**config.mk**
```make
export PLATFORM = sky130hd
export DESIGN_NAME = logic_op_sched
export DESIGN_NICKNAME = d
export VERILOG_FILES = /design/src/rtl/logic_op_sched.sv
export SDC_FILE = /design/constraint.sdc
export NUM_CORES = 1
export LEC_CHECK = 0
export CORE_UTILIZATION = 36
export CTS_CLUSTER_DIAMETER = 40
export CTS_CLUSTER_SIZE = 10
export DETAILED_ROUTE_END_ITERATION = 6
export PLACE_DENSITY = 0.74
export SYNTH_ARGS = -nofsm -noshare
export SYNTH_HDL_FRONTEND = slang
export SYNTH_SLANG_ARGS = --single-unit
```
**constraint.sdc**
```tcl
create_clock -name clk -period 1.7 [get_ports clk]
set_clock_uncertainty 0.05 [all_clocks]
set_input_delay 0.425 -clock clk [delete_from_list [all_inputs] [get_ports clk]]
set_output_delay 0.425 -clock clk [all_outputs]
set_load 0.1 [all_outputs]
```
**src/rtl/logic_op_sched.sv**
```systemverilog
// logic_op_sched: round-robin arbiter sharing one logical-op evaluator between two requesters
module logic_op_sched #(
  parameter int W = 4
) (
  input  logic         clk,
  input  logic         rst_n,
  input  logic         req0_valid,
  output logic         req0_ready,
  input  logic [W-1:0] req0_a,
  input  logic [W-1:0] req0_b,
  input  logic [1:0]   req0_op,
  input  logic         req1_valid,
  output logic         req1_ready,
  input  logic [W-1:0] req1_a,
  input  logic [W-1:0] req1_b,
  input  logic [1:0]   req1_op,
  output logic         rsp_valid,
  input  logic         rsp_ready,
  output logic         rsp_id,
  output logic         rsp_result,
  output logic         busy
);
  typedef enum logic [1:0] {IDLE, EVAL, RESP} state_t;
  state_t state, state_n;
  logic ptr, g1, hs, id_q, an, bn, res;
  logic [W-1:0] a_q, b_q;
  logic [1:0] op_q;
  assign g1 = req1_valid && (!req0_valid || ptr);
  assign req0_ready = rst_n && state == IDLE && req0_valid && !g1;
  assign req1_ready = rst_n && state == IDLE && g1;
  assign hs = req0_ready || req1_ready;
  assign busy = state != IDLE;
  assign rsp_valid = state == RESP;
  assign an = |a_q;
  assign bn = |b_q;
  assign res = op_q[1] ? (op_q[0] ? !bn : !an) : (op_q[0] ? an || bn : an && bn);
  always_ff @(posedge clk)
    if (!rst_n) state <= IDLE;
    else state <= state_n;
  always_comb
    state_n = state == IDLE ? (hs ? EVAL : IDLE) :
              state == EVAL ? RESP :
              (rsp_ready ? IDLE : RESP);
  always_ff @(posedge clk)
    if (hs) begin
      a_q  <= g1 ? req1_a : req0_a;
      b_q  <= g1 ? req1_b : req0_b;
      op_q <= g1 ? req1_op : req0_op;
      id_q <= g1;
    end
  always_ff @(posedge clk)
    if (!rst_n) begin
      ptr        <= 1'b0;
      rsp_id     <= 1'b0;
      rsp_result <= 1'b0;
    end else begin
      if (hs) ptr <= !g1;
      if (state == EVAL) begin
        rsp_id     <= id_q;
        rsp_result <= res;
      end
    end
endmodule
```
-- After elaboration in Yosys (flattened, before gate mapping)
Index checks and enable logic that the tools add are counted.
- register bits after elaboration: 16
- input port bits: 25
- output and inout port bits: 6
- word-level logic and storage cells: 37
- equality and inequality tests: 2
- mux-type cells: 10
- reduce and logical (&&, ||, !) cells: 17
- operators with widths (kind ; number):
    two-way mux 2 bit ; 4
    two-way mux 4 bit ; 2
    OR reduction 4 bit ; 2
    logical AND 1 bit ; 6
    logical NOT 1 bit ; 4
    two-way mux 1 bit ; 4
    logical OR 1 bit ; 3
    equality test 2 x 1 -> 1 bit (second input constant) ; 1
    equality test 2 bit (second input constant) ; 1
    logical NOT 2 bit ; 1
    nonzero test 2 bit ; 1

-- Logic depth before layout (Yosys ltp)
Gate-level depths: netlist of the first run.
- depth in word-level cells: 8
- depth in mapped cells: 5
- mapped depth without buffers: 4

-- Worst setup path before layout of the first run
Ideal clock, no wire load.
- path kind: input port to output port
- start point: input req0_valid
- end point: output req0_ready
- data arrival time: 2978 ps
- data required time: 1225 ps
- path slack: -1753 ps
- cell stages on the path: 5
- buffers on the path: 1
- cells stage by stage: inv_1 o21ai_1 buf_2 inv_1 nor3_1
- cells in the longest elaborated chain, start to end: 5
- elaborated cells on any way between the ends: 6
- those cells by class: 6 x reduce/logical
- RTL lines (item ; line ; source):
    from (decl) ; 7 ; input logic req0_valid,
    logical NOT 1 bit ; 28 ; assign g1 = req1_valid && (!req0_valid || ptr);
    logical OR 1 bit ; 28 ;
    logical AND 1 bit ; 28 ;
    via g1 ; 25 ; logic ptr, g1, hs, id_q, an, bn, res;
    logical NOT 1 bit ; 29 ; assign req0_ready = rst_n && state == IDLE && req0_valid && !g1;
    logical AND 1 bit ; 29 ;
    to (decl) ; 8 ; output logic req0_ready,
The timed path passes the listed nets, and every way through them passes these cells.

-- Final worst setup path of the first run
Ends and elaborated chain as after synthesis.

==> key figures, run 1 <==
Clocking
  – CTS Root Cell: clkbuf_4
  – TritonCTS clock tree: built
  – Max Root-Sink Buffers: 2
  – Clk slew on worst S/H paths: 0.09 ns
  – Max H-tree Level: 1
  – CTS buffer count: 3
  – CTS sink count: 16
  – Skew-Pair Late Insertion Delay: between 0.2 and 0.3 ns

Finish
  – N_diodes: 0
  – Fillcell total: 128
  – Nets: 125
  – Area Overhead vs Synth: 80.2%
  – Share of cells above drive strength 1: 0.455
  – Non-filler cells, final: around 120

Routing
  – Vias per inst: 4.73
  – Drt wl/cell: 12.7 um
  – Drc violations: 0
  – ANT nets after route: 0
  – Vias: approximately 590
  – Drt first-iter violations: 4
  – Total Wirelength: 1580 um
  – Drt first pass iters: 4

STA
  – Slew @ Worst Pin: 0.281 ns
  – Fin worst setup slack: -0.0722 ns
  – Max Slew Vio Count: 0
  – Final period utilization: 1.04
  – Clock period minus final worst setup slack: ~1.8 ns
  – Final hold viol count: 0
  – Setup TNS: -0.0722 ns
  – # setup viols final: 1
  – Unrepaired setup endpoints after global routing: true
  – FMAX: between 0.5 and 0.6 GHz
  – Normalized max-slew margin: 0.812
  – WHS: 0.510 ns

Worst setup path
  – CP Capture Type: output port
  – Required time of the critical path: 1.22 ns
  – Critical path class: in -> out
  – Maximum fanout along the worst path: 2
  – Worst Path Arrival: 1.30 ns
  – CP startpoint kind: primary input

Yosys
  – Number of synthesis warnings: 0
  – Unique masters post-synth: 19
  – Seq cells post-synth: 16
  – Sequential-to-total area share from yosys stat: 0.608
  – Post-Syn Area: roughly 710 um2
  – Post-synthesis average cell area: 12.9 um2
  – Synth Instances: 55
  – Synth Net Count: 80

Min path
  – HP Class: reg -> reg

Placed design
  – I/O Buffers: 30
  – Routability Congestion: ~0.8
  – # placed instances: 117
  – DP HPWL: 1190 um
  – Pre-CTS WS: -0.425 ns

Floorplanning
  – Initial Util: 0.397
  – Die ar.: 2150 um2
  – Die Wd: 46.4 um
  – Die Span Y: 46.4 um
  – I/O pins: 31
  – Site Rows: 15
  – Core area: 1780 um2

Pwr
  – Leakage: 0.000497 uW
  – Pwr Density: 847 nW/um2
  – PnR Total Power: roughly 1100 uW
  – VDD IR max: between 500 and 600 uV

Outcome
  – Failing checks: negative setup slack
  – Run status: finished with violations

Global route
  – Gr ovfl total: 0
  – Total track usage: 0.167
  – Largest net degree at the start of global routing: 11
  – Initial antenna violation count: 0
  – Vias in the first global route: 555
  – First-pass GRT wire length: 2340 um

Flow run
  – Max-Cap Viols: 0
## cell type report
class                      instances  area, um2  area share
multi-input combinational         35        309       0.242
clock buffer                       4       36.3      0.0284
timing repair buffer              41        449       0.352
tap                               25       31.3      0.0245
inverter                           3       13.8      0.0108
sequential                        16        437       0.342
## synth_stat cells
cell | instances | area (um2)
mux2_1 | 1 | 11.3
mux2_2 | 9 | 101
inv_1 | 3 | 11.3
nor2_1 | 6 | 22.5
nand3_1 | 1 | 5.00
a21oi_1 | 2 | 10.0
buf_2 | 1 | 5.00
maj3_2 | 1 | 11.3
nor3_1 | 1 | 5.00
nor2b_1 | 3 | 18.8
and3_1 | 1 | 6.26
o21ai_1 | 1 | 5.00
or4_1 | 1 | 7.51
mux2i_1 | 3 | 30.0
o21ai_0 | 1 | 5.00
nand2_1 | 3 | 11.3
or4_4 | 1 | 11.3
edfxtp_1 | 11 | 330
dfxtp_1 | 5 | 100
## critical path, stage by stage
cell,delay (ns)
clkdlybuf4s15_2,0.21
inv_4,0.04
o21ai_4,0.13
inv_2,0.07
nor3_4,0.21
buf_12,0.20
## kinds of logic (layout without fill, tap and decap cells)
logic type                 count (synthesis)  count (layout)  synth area share
AOI/OAI and AO/OA                          4               4            0.0283
buffers and inverters                      4              48            0.0230
muxes                                     13              13             0.201
DFF                                       16              16             0.608
and+or+nand+nor                           17              17             0.124
adders and majority gates                  1               1            0.0159
## routing by layer
metal	wire length [um]	vias up	global-route usage
li1	-	289	-
met1	633	278	0.171
met2	855	15	0.294
met3	56	5	0.0588
met4	33	0	0.0882
met5	0	-	0
## registers in the layout, summed over array words and instances (netlist names)
name,cells
a_q,4
b_q,4
id_q,1
op_q,2
ptr,1
rsp_id,1
rsp_result,1
state,2
## final timing paths
kind              start          to  slack [ns]  depth (start not counted)
min                id_q      rsp_id        0.51                          2
min reg2reg        id_q      rsp_id        0.51                          2
max          req0_valid  req0_ready       -0.07                          6
max reg2reg      b_q[1]  rsp_result        0.02                          4
## power breakdown
group / internal, uW / switching [uW] / total [uW] / leakage [uW]
Clock: 131 / 117 / 247 / 0.0000210
Combinational: 173 / 183 / 356 / 0.000330
Sequential: 457 / 20.9 / 478 / 0.000146
## layout by cell type (no fill, tap or decap), drive strengths merged
cell type      Yosys  final
a21oi              2      2
nand2              3      3
nor2b              3      3
clkdlybuf4s50      0     21
nor2               6      6
maj3               1      1
edfxtp            11     11
nand3              1      1
inv                3      3
and3               1      1
nor3               1      1
or4                2      2
o21ai              2      2
buf                1     17
dfxtp              5      5
clkdlybuf4s15      0      1
mux2i              3      3
clkbuf             0      4
mux2              10     10
dlygate4sd2        0      2
## metrics by stage
stage	utilization	area [um2]
floorplan	-	734
detailed placement	0.659	1170
CTS	0.700	1250
global route	0.716	1280
finish	0.716	1280
global placement	0.659	1170
## timing repair
action                                 4_1_cts  5_1_grt
endpoints found under the hold margin        0        0
hold buffers                                 0        0
buffers inserted                             3        1
setup endpoints to repair                    8        3
gates resized for setup                     14        7
pin swaps                                    4        4
Power figures use the tool's default switching activity.
==> inputs of run 2 (changes only) <==
--- a/config.mk
+++ b/config.mk
@@ -9,7 +9,8 @@
 export CTS_CLUSTER_DIAMETER = 40
 export CTS_CLUSTER_SIZE = 10
 export DETAILED_ROUTE_END_ITERATION = 6
-export PLACE_DENSITY = 0.74
+export PLACE_DENSITY = 0.83
+export REMOVE_ABC_BUFFERS = 1
 export SYNTH_ARGS = -nofsm -noshare
 export SYNTH_HDL_FRONTEND = slang
 export SYNTH_SLANG_ARGS = --single-unit
==> run 2 against run 1 <==
Net effect: the flow still finishes with violations (negative setup slack); register-to-register slack better by 0.04 ns; sequential power about the same; first-iteration DRC count rose to 3.3 times the previous value; design area up 2.5%; sequential share of layout area down 1.0 points; global-route usage up 5.7 points.
==> key figures, run 2 (synthesis results as in run 1) <==
Outcome
  – Run status: finished with violations (unchanged)
  – Failing checks: negative setup slack (unchanged)

Routing
  – Vias: 617 (was 587)
  – ANT nets after route: 0 (unchanged)
  – Drc violations: 0 (unchanged)
  – Drt first pass iters: 3 (was 4)
  – Drt wl/cell: 14.9 um (was 12.7 um)
  – Drt first-iter violations: 13 (was 4)
  – Total Wirelength: 1990 um (was 1580 um)
  – Vias per inst: 4.64 (was 4.73)

STA
  – Slew @ Worst Pin: 0.229 ns (was 0.281 ns)
  – FMAX: 0.571 GHz (was 0.564 GHz)
  – Unrepaired setup endpoints after global routing: true (unchanged)
  – Normalized max-slew margin: 0.847 (was 0.812)
  – Setup TNS: -0.0745 ns (was -0.0722 ns)
  – Fin worst setup slack: -0.0502 ns (was -0.0722 ns)
  – Final hold viol count: 0 (unchanged)
  – Max Slew Vio Count: 0 (unchanged)
  – Final period utilization: 1.03 (was 1.04)
  – # setup viols final: 2 (was 1)
  – Clock period minus final worst setup slack: 1.75 ns (was 1.77 ns)

Placed design
  – Placed cell area: 1160 um2 (was 1170 um2)
  – I/O Buffers: 30 (unchanged)
  – # placed instances: 118 (was 117)
  – DP HPWL: 1250 um (was 1190 um)
  – Routability Congestion: 0.683 (was 0.779)

Global route
  – Vias in the first global route: 673 (was 555)
  – Gr busiest metal: met2 (unchanged)
  – First-pass GRT wire length: 3080 um (was 2340 um)
  – Initial antenna violation count: 0 (unchanged)
  – Met2 Use GR: 0.406 (was 0.294)
  – Total track usage: 0.225 (was 0.167)
  – Met1 Use GR: 0.220 (was 0.171)
  – Gr ovfl total: 0 (unchanged)
  – Largest net degree at the start of global routing: 12 (was 11)
  – Met3 usage: 0.0745 (was 0.0588)

Clocking
  – Skew-Pair Late Insertion Delay: 0.29 ns (about the same)
  – Max Root-Sink Buffers: 2 (unchanged)
  – Max H-tree Level: 1 (unchanged)
  – CTS buffer count: 3 (unchanged)
  – Post-CTS Hold Buffers: 0 (unchanged)
  – CTS Root Cell: clkbuf_4 (unchanged)
  – Clk slew on worst S/H paths: 0.09 ns (about the same)
  – TritonCTS clock tree: built (unchanged)
  – CTS sink count: 16 (unchanged)

Flow run
  – Max-Cap Viols: 0 (unchanged)

Worst setup path
  – Critical path class: reg -> out (was in -> out)
  – Maximum fanout along the worst path: 3 (was 2)
  – Required time of the critical path: 1.22 ns (about the same)
  – CP peak stage delay: 0.34 ns (was 0.21 ns)
  – Worst Path Arrival: 1.28 ns (was 1.30 ns)
  – CP Cell Sequence: nor2_4 -> nand2_2 -> nor3_2 -> buf_4 -> buf_12 (was clkdlybuf4s15_2 -> inv_4 -> o21ai_4 -> inv_2 -> nor3_4 -> buf_12)
  – Slowest stage cell on the critical path: dfxtp_2 (was clkdlybuf4s15_2)
  – CP startpoint kind: flop (was primary input)
  – CP Capture Type: output port (unchanged)

Floorplanning
  – Core area: 1780 um2 (unchanged)
  – Die Wd: 46.4 um (unchanged)
  – Die ar.: 2150 um2 (unchanged)
  – Site Rows: 15 (unchanged)
  – I/O pins: 31 (unchanged)
  – Die Span Y: 46.4 um (unchanged)
  – Initial Util: 0.397 (unchanged)

Finish
  – Fillcell total: 123 (was 128)
  – N_diodes: 0 (unchanged)
  – Commonest non-fill, non-tap cells in the layout: clkdlybuf4s50_1 (21), buf_4 (17), edfxtp_1 (11) (was clkdlybuf4s50_1 (21), edfxtp_1 (11), mux2_2 (9), buf_4 (9), buf_12 (6))
  – Non-filler cells, final: 133 (was 124)
  – Largest regs: a_q: 4 flops, b_q: 4 flops (unchanged)
  – Final instance area: 1310 um2 (was 1280 um2)
  – Commonest non-fill, non-tap cell in the layout: clkdlybuf4s50_1 (unchanged)
  – Nets: 134 (was 125)
  – Share of cells above drive strength 1: 0.481 (was 0.455)
  – Area Overhead vs Synth: 84.8% (was 80.2%)

Min path
  – HP Class: in -> reg (was reg -> reg)

Pwr
  – Pwr Density: 814 nW/um2 (was 847 nW/um2)
  – Leakage: 0.000529 uW (was 0.000497 uW)
  – VDD IR max: 533 uV (was 543 uV)
## run 2: timing repair
item	in CTS	in global routing
resized for setup	20	3
endpoints found under the setup margin	2	4
pin swaps	5	2
setup buffers	12	0
## run 2: power breakdown
group | leakage (uW) | internal [uW] | switching [uW] | total (uW)
clock network | 0.0000150 | 91.3 | 115 | 207
logic | 0.000369 | 192 | 190 | 382
registers | 0.000145 | 458 | 19.8 | 477
total | 0.000529 | 741 | 325 | 1070
## run 2: area by class of cell
| class | count | area (um2) | share of cell area |
|---|---|---|---|
| clock buffer | 4 | 26.3 | 0.0201 |
| inverter | 3 | 11.3 | 0.00860 |
| sequential | 16 | 434 | 0.332 |
| multi-input combinational | 35 | 290 | 0.222 |
| tap | 25 | 31.3 | 0.0239 |
| timing repair buffer | 50 | 515 | 0.394 |
## run 2: critical path: cells and delay by family, from the launching register on
family | cells | cell delay, ns
flip-flops | 1 | 0.34
AND/OR/NAND/NOR | 3 | 0.34
buffers and inverters | 2 | 0.30
## run 2: path summary, 6_finish.rpt
path              cells after the start  slack, ns          to  startpoint
setup / recovery                      5      -0.05  req0_ready    state[0]
hold / removal                        4       0.48         ptr  req0_valid
setup reg to reg                      9       0.06        id_q         ptr
hold reg to reg                       2       0.49      rsp_id        id_q
## run 2: layer usage
metal / vias up / share of wire
met5: - / 0
met1: 292 / 0.35
met3: 2 / 0.037
met4: 0 / 0.016
met2: 17 / 0.59
li1: 306 / -
## run 2: metrics by stage
stage                     setup WS, ns   util  power (uW)  hold WS, ns
after floorplan                  -1.97      -         645        0.424
after global placement          -0.360  0.652         800        0.444
after detailed placement        -0.396  0.652         810        0.447
after CTS                      -0.0741  0.735        1070        0.433
after global routing            -0.121  0.734        1110        0.484
final                          -0.0502  0.734        1070        0.482
